**src/rtl/refine_window_ctrl.sv**
```systemverilog
// Instruction-window sequencer for ILA-to-RTL refinement checking: start/run/done
// windowing, sticky first-failure capture. Define REFINE_SECOND_END_EN to add the second check at END2_CYCLE.

module refine_window_ctrl #(
    parameter int CNT_W      = 4,
    parameter int END_CYCLE  = 1,
    parameter int END2_CYCLE = 3,
    parameter int MAX_CYCLE  = 6,
    parameter int WEN_START  = 3,
    parameter int NUM_MAP    = 15
) (
    input  logic                           clk,
    input  logic                           rst_n,
    input  logic                           issue_i,
    input  logic                           rearm_i,
    input  logic                           decode_i,
    input  logic [NUM_MAP-1:0]             map_i,
    input  logic [NUM_MAP-1:0]             map_en_i,
    input  logic                           mem_eq_i,
    output logic                           start_o,
    output logic                           started_o,
    output logic [CNT_W-1:0]               cycle_cnt_o,
    output logic                           iend_o,
    output logic                           ended_o,
    output logic                           ended2_o,
    output logic                           mem_compare_o,
    output logic                           mem_wen_gate_o,
    output logic                           fail_o,
    output logic [$clog2(NUM_MAP+1)-1:0]   fail_idx_o,
    output logic [7:0]                     insn_cnt_o
);

    localparam int IDX_W = $clog2(NUM_MAP + 1);

`ifdef REFINE_SECOND_END_EN
    localparam bit SECOND_EN = 1'b1;
`else
    localparam bit SECOND_EN = 1'b0;
`endif

    localparam logic [CNT_W-1:0] END_V   = CNT_W'(END_CYCLE);
    localparam logic [CNT_W-1:0] END2_V  = CNT_W'(END2_CYCLE);
    localparam logic [CNT_W-1:0] MAX_V   = CNT_W'(MAX_CYCLE);
    localparam logic [CNT_W-1:0] WEN_V   = CNT_W'(WEN_START);
    localparam logic [IDX_W-1:0] MEM_IDX = IDX_W'(NUM_MAP);

    typedef enum logic [1:0] {
        S_IDLE,
        S_START,
        S_RUN,
        S_DONE
    } state_t;

    state_t             r_state;
    state_t             w_state_nxt;

    logic [CNT_W-1:0]   r_cnt;
    logic               r_decode_q;
    logic               r_ended;
    logic               r_ended2;
    logic               r_fail;
    logic [IDX_W-1:0]   r_fail_idx;
    logic [7:0]         r_insn_cnt;

    logic               w_issue;
    logic               w_rearm;
    logic               w_iend;
    logic               w_chk2;
    logic               w_final;
    logic               w_mismatch;
    logic               w_fail_set;
    logic [IDX_W-1:0]   w_fail_idx;

    // ------------------------------------------------------------------
    // State register
    // ------------------------------------------------------------------
    // NOTE: sequential state uses non-blocking assignments so every flop samples
    // pre-edge values regardless of process ordering.
    always_ff @(posedge clk or negedge rst_n) begin
        if (!rst_n) begin
            r_state <= S_IDLE;
        end else begin
            r_state <= w_state_nxt;
        end
    end

    // ------------------------------------------------------------------
    // Next-state logic
    // ------------------------------------------------------------------
    // NOTE: a default assignment at the top of every always_comb keeps each path
    // assigned, so no latch is inferred.
    always_comb begin
        w_state_nxt = r_state;
        case (r_state)
            S_IDLE:  if (issue_i) w_state_nxt = S_START;
            S_START: w_state_nxt = S_RUN;
            S_RUN:   if (w_final) w_state_nxt = S_DONE;
            S_DONE:  if (rearm_i) w_state_nxt = S_IDLE;
            default: w_state_nxt = S_IDLE;
        endcase
    end

    // ------------------------------------------------------------------
    // State-decoded outputs
    // ------------------------------------------------------------------
    always_comb begin
        start_o   = 1'b0;
        started_o = 1'b0;
        case (r_state)
            S_START:      start_o   = 1'b1;
            S_RUN,
            S_DONE:       started_o = 1'b1;
            default:      ;
        endcase
    end

    assign w_issue = (r_state == S_IDLE) & issue_i;
    assign w_rearm = (r_state == S_DONE) & rearm_i;

    // The second check is gated by a compile-time constant; without the feature
    // r_ended2 can never set and ended2_o stays 0.
    assign w_iend  = started_o & (r_cnt == END_V) & ~r_ended;
    assign w_chk2  = SECOND_EN & started_o & (r_cnt == END2_V) & r_ended & ~r_ended2;
    assign w_final = SECOND_EN ? w_chk2 : w_iend;

    assign w_mismatch = (|(map_en_i & ~map_i)) | ~mem_eq_i;
    assign w_fail_set = (w_iend | w_chk2) & r_decode_q & w_mismatch & ~r_fail;

    // Lowest enabled failing map wins; memory is reported only when no map fails.
    always_comb begin
        w_fail_idx = MEM_IDX;
        for (int i = NUM_MAP - 1; i >= 0; i--) begin
            if (map_en_i[i] && !map_i[i]) begin
                w_fail_idx = IDX_W'(i);
            end
        end
    end

    // ------------------------------------------------------------------
    // Window counter and per-window flags
    // ------------------------------------------------------------------
    always_ff @(posedge clk or negedge rst_n) begin
        if (!rst_n) begin
            r_cnt      <= '0;
            r_decode_q <= 1'b0;
            r_ended    <= 1'b0;
            r_ended2   <= 1'b0;
        end else begin
            if (w_issue || w_rearm) begin
                r_cnt <= '0;
            end else if ((r_state == S_START || r_state == S_RUN) && r_cnt < MAX_V) begin
                r_cnt <= r_cnt + CNT_W'(1);
            end

            if (r_state == S_START) begin
                r_decode_q <= decode_i;
            end else if (w_rearm) begin
                r_decode_q <= 1'b0;
            end

            if (w_iend) begin
                r_ended <= 1'b1;
            end else if (w_rearm) begin
                r_ended <= 1'b0;
            end

            if (w_chk2) begin
                r_ended2 <= 1'b1;
            end else if (w_rearm) begin
                r_ended2 <= 1'b0;
            end
        end
    end

    // ------------------------------------------------------------------
    // Sticky failure capture and checked-instruction count (survive re-arm)
    // ------------------------------------------------------------------
    always_ff @(posedge clk or negedge rst_n) begin
        if (!rst_n) begin
            r_fail     <= 1'b0;
            r_fail_idx <= '0;
            r_insn_cnt <= '0;
        end else begin
            if (w_fail_set) begin
                r_fail     <= 1'b1;
                r_fail_idx <= w_fail_idx;
            end

            if (r_state == S_RUN && w_final && r_decode_q && r_insn_cnt != 8'hFF) begin
                r_insn_cnt <= r_insn_cnt + 8'd1;
            end
        end
    end

    assign cycle_cnt_o    = r_cnt;
    assign iend_o         = w_iend;
    assign ended_o        = r_ended;
    assign ended2_o       = r_ended2;
    assign mem_compare_o  = w_iend | r_ended;
    assign mem_wen_gate_o = started_o & (r_cnt >= WEN_V);
    assign fail_o         = r_fail;
    assign fail_idx_o     = r_fail_idx;
    assign insn_cnt_o     = r_insn_cnt;

endmodule

```
**config.mk**
```make
export PLATFORM = sky130hd
export DESIGN_NAME = refine_window_ctrl
export DESIGN_NICKNAME = d
export VERILOG_FILES = /design/src/rtl/refine_window_ctrl.sv
export SDC_FILE = /design/constraint.sdc
export NUM_CORES = 1
export LEC_CHECK = 0
export CORE_MARGIN = 2
export CORE_UTILIZATION = 42
export DETAILED_ROUTE_END_ITERATION = 8
export GPL_TIMING_DRIVEN = 1
export PLACE_DENSITY = 0.8
export SYNTH_ARGS = -nofsm -noshare
export SYNTH_HDL_FRONTEND = slang
export SYNTH_SLANG_ARGS = --single-unit
```
**constraint.sdc**
```tcl
create_clock -name clk -period 2.4 [get_ports clk]
set_clock_uncertainty 0.1 [all_clocks]
set_input_delay 0.36 -clock clk [delete_from_list [all_inputs] [get_ports clk]]
set_output_delay 0.36 -clock clk [all_outputs]
set_load 0.02 [all_outputs]
```
==> flow_metrics.env <==
export IMPL_status="finished, final reports clean"
export IMPL_die_height_microns=60.6
export IMPL_via_count=1241
export IMPL_gr_usage_all_layers=0.197
export IMPL_post_drt_wl_per_cell_microns=13.2
export IMPL_synth_ff_type="sky130_fd_sc_hd__dfrtp_1"
export IMPL_routed_wirelength_microns=3260
export IMPL_worst_hold_path_type="in -> async"
export IMPL_yosys_top_cells_area="sky130_fd_sc_hd__dfrtp_1 39%, sky130_fd_sc_hd__ha_1 7.4%, sky130_fd_sc_hd__nand2b_1 7.4%"
export IMPL_timing_critical_path_required_ns=1.94
export IMPL_hpwlAfterDp_microns=2700
export IMPL_ports=60
export IMPL_grt_pass1_wl_microns=5490
export IMPL_netlist_top_cell_by_area="sky130_fd_sc_hd__dfrtp_1"
export IMPL_synth_cell_type_count=34
export IMPL_worst_slew_pin_slew_ns=0.493
export IMPL_drt_first_iter_violations=37
export IMPL_tritoncts_num_sinks=21
export IMPL_dieArea_sq_um=3670
export IMPL_critPathCaptureType="primary output"
export IMPL_total_leakage_power_nw=0.867
export IMPL_grt_antenna_before_repair=0
export IMPL_globalplace_congestion=0.810
export IMPL_synth_edff_count=0
export IMPL_finalPower_uw=674
export IMPL_clk_pin_slew_worst_paths_ns=0.12
export IMPL_synth_cell_area_sq_um=1350
export IMPL_cts_repair_timing_setup_buffer_count=0
export IMPL_post_synth_inst_count=140
export IMPL_initial_utilization=0.441
export IMPL_drt_antenna_violating_nets=0
export IMPL_clk_root_buffer_cell="sky130_fd_sc_hd__clkbuf_4"
export IMPL_port_buffers=58
export IMPL_slew_viol_final=0
export IMPL_grt_pass1_vias=1344
export IMPL_pre_cts_slack_ns=0.133
export IMPL_hold_viol_final=0
export IMPL_final_layout_size_suffix_gt1_frac=0.108
export IMPL_largest_net_degree_at_the_start_of_global_routing=22
export IMPL_max_transition_margin=0.668
export IMPL_setup_violations_final=0
export IMPL_num_fill_cells=275
export IMPL_synthesis_warning_total=0
export IMPL_setup_worst_path_class="reg -> out"
export IMPL_grt_ovfl_total=0
export IMPL_yosysTopAreaCellShare=0.391
export IMPL_fin_hold_ws_ns=0.270
export IMPL_finalCriticalPeriod_ns=2.28
export IMPL_nNetsFinal=248
export IMPL_worst_ep_arrival_time_ns=1.82
export IMPL_kind_of_launch_point_of_the_worst_setup_path="flip-flop"
export IMPL_num_rows=20
export IMPL_fmax_mhz=438
export IMPL_maxCapViolations=0
export IMPL_htreeDepth=1
export IMPL_vdd_ir_drop_max_v=0.000175
export IMPL_initial_drt_pass_iterations=4
export IMPL_coreArea_sq_um=3050
export IMPL_mappedNetlistNets=184
export IMPL_power_per_cell_area_nw_per_um2=334
export IMPL_layout_area_overhead_vs_synth_pct=49.9
export IMPL_tritoncts="done"
export IMPL_post_synth_cell_area_avg_sq_um=9.61
export IMPL_final_min_period_over_clock_period=0.952
export IMPL_drt_vias_per_instance=5.02
export IMPL_cts_buffer_depth=2
export IMPL_critical_path_max_fanout=4
export IMPL_total_clock_buffers_created_by_cts=3
export IMPL_final_antenna_diode_count=0
export IMPL_post_route_drc_count=0
export IMPL_setup_slack_ns=0.116
export IMPL_synth_seq_area_share=0.391
export IMPL_synth_ff_latch_count=21
export IMPL_clock_insertion_delay_worst_skew_ns=0.30
export IMPL_postSynth_asyncResetShare=1.00
export IMPL_die_w_microns=60.6
## layer usage
metal | wire, microns | GRT usage | vias to the layer above
met5 | 0 | 0 | -
li1 | - | - | 611
met2 | 1700 | 0.379 | 38
met4 | 29 | 0.0559 | 0
met3 | 203 | 0.0362 | 6
met1 | 1320 | 0.218 | 586
## area by class of cell
| type | count | area [sq um] | share of cell area |
|---|---|---|---|
| inverter | 7 | 26.3 | 0.0130 |
| tap | 44 | 55.1 | 0.0273 |
| sequential | 21 | 526 | 0.261 |
| multi-input combinational | 110 | 778 | 0.386 |
| clock buffer | 3 | 22.5 | 0.0112 |
| clock inverter | 1 | 5.00 | 0.00248 |
| timing repair buffer | 61 | 603 | 0.299 |
## flip-flops by register name, indices dropped and copies added (netlist names)
register and flops:
fail_o 1, insn_cnt_o 8, r_decode_q 1, r_state 2
ended_o 1, cycle_cnt_o 4, fail_idx_o 4
## path summary, 6_finish.rpt
check,from,endpoint,slack (ns),cells past startpoint
max reg2reg,r_state[0]$_DFFE_PN0P_,fail_idx_o[1]$_DFFE_PN0P_,0.26,8
min in group clk,insn_cnt_o[6]$_DFFE_PN0P_,insn_cnt_o[6]$_DFFE_PN0P_,0.42,1
min reg2reg,insn_cnt_o[6]$_DFFE_PN0P_,insn_cnt_o[6]$_DFFE_PN0P_,0.42,1
min,rst_n,r_state[0]$_DFFE_PN0P_,0.27,2
max in group asynchronous,rst_n,fail_idx_o[3]$_DFFE_PN0P_,1.70,2
max,r_state[0]$_DFFE_PN0P_,mem_compare_o,0.12,5
## cell usage after synthesis (all sizes together) (2+ instances only)
cell	instances
dfrtp	21
nand2b	16
nand2	13
nor2	9
ha	8
a21oi	7
inv	7
mux2	6
nand3	6
nor3	6
nand4	5
xor2	5
nor2b	4
o21ai	4
and2	2
buf	2
o211ai	2
o31a	2
or2	2
xnor2	2
## worst max-delay path: stages, from the launching register on
cell and delay, ns:
sky130_fd_sc_hd__dfrtp_1 0.40, sky130_fd_sc_hd__inv_1 0.10, sky130_fd_sc_hd__ha_1 0.22, sky130_fd_sc_hd__or2_4 0.25, sky130_fd_sc_hd__a31o_2 0.24, sky130_fd_sc_hd__dlygate4sd2_1 0.32
## report_power, final
group,internal (mW),switching [mW],leakage [nW]
logic,0.0859,0.0532,0.594
registers,0.361,0.00443,0.255
clock network,0.0621,0.107,0.0177
## repair_timing
action / CTS / global route
endpoints found under the setup margin: 2 / 1
hold buffers: 0 / 0
pin swaps: 0 / 0
resized for setup: 2 / 1
## cell families (layout without fill, tap and decap cells)
family	after synthesis	in the layout	share of synthesized area
XOR/XNOR	7	7	0.0456
other	1	1	0.00279
AND/OR/NAND/NOR	68	68	0.290
flip-flops	21	21	0.391
multiplexers	6	6	0.0502
adder cells (fa/ha/maj)	8	8	0.0744
AO/OA/AOI/OAI	20	20	0.115
buffers and inverters	9	72	0.0307
## stage by stage
stage	TNS, ns	cells	area [sq um]	util
after floorplan	0	140	1350	-
after global placement	0	243	1990	0.651
after detailed placement	0	243	1990	0.651
after CTS	0	247	2010	0.659
after global routing	-0.000197	247	2020	0.660
final	0	247	2020	0.660
## layout by cell type (no fill, tap or decap), types with 3 or more instances in the layout
master and instances:
sky130_fd_sc_hd__clkdlybuf4s50_1 55, sky130_fd_sc_hd__dfrtp_1 21, sky130_fd_sc_hd__nand2b_1 16, sky130_fd_sc_hd__nand2_1 13
sky130_fd_sc_hd__nor2_1 9, sky130_fd_sc_hd__ha_1 8, sky130_fd_sc_hd__inv_1 7, sky130_fd_sc_hd__a21oi_1 7
sky130_fd_sc_hd__nand3_1 6, sky130_fd_sc_hd__mux2_2 6, sky130_fd_sc_hd__nand4_1 5, sky130_fd_sc_hd__xor2_1 5
sky130_fd_sc_hd__nor2b_1 4, sky130_fd_sc_hd__o21ai_0 4, sky130_fd_sc_hd__nor3_1 3, sky130_fd_sc_hd__clkbuf_4 3
sky130_fd_sc_hd__buf_4 3
No activity file was read; power rests on OpenSTA's default activity.
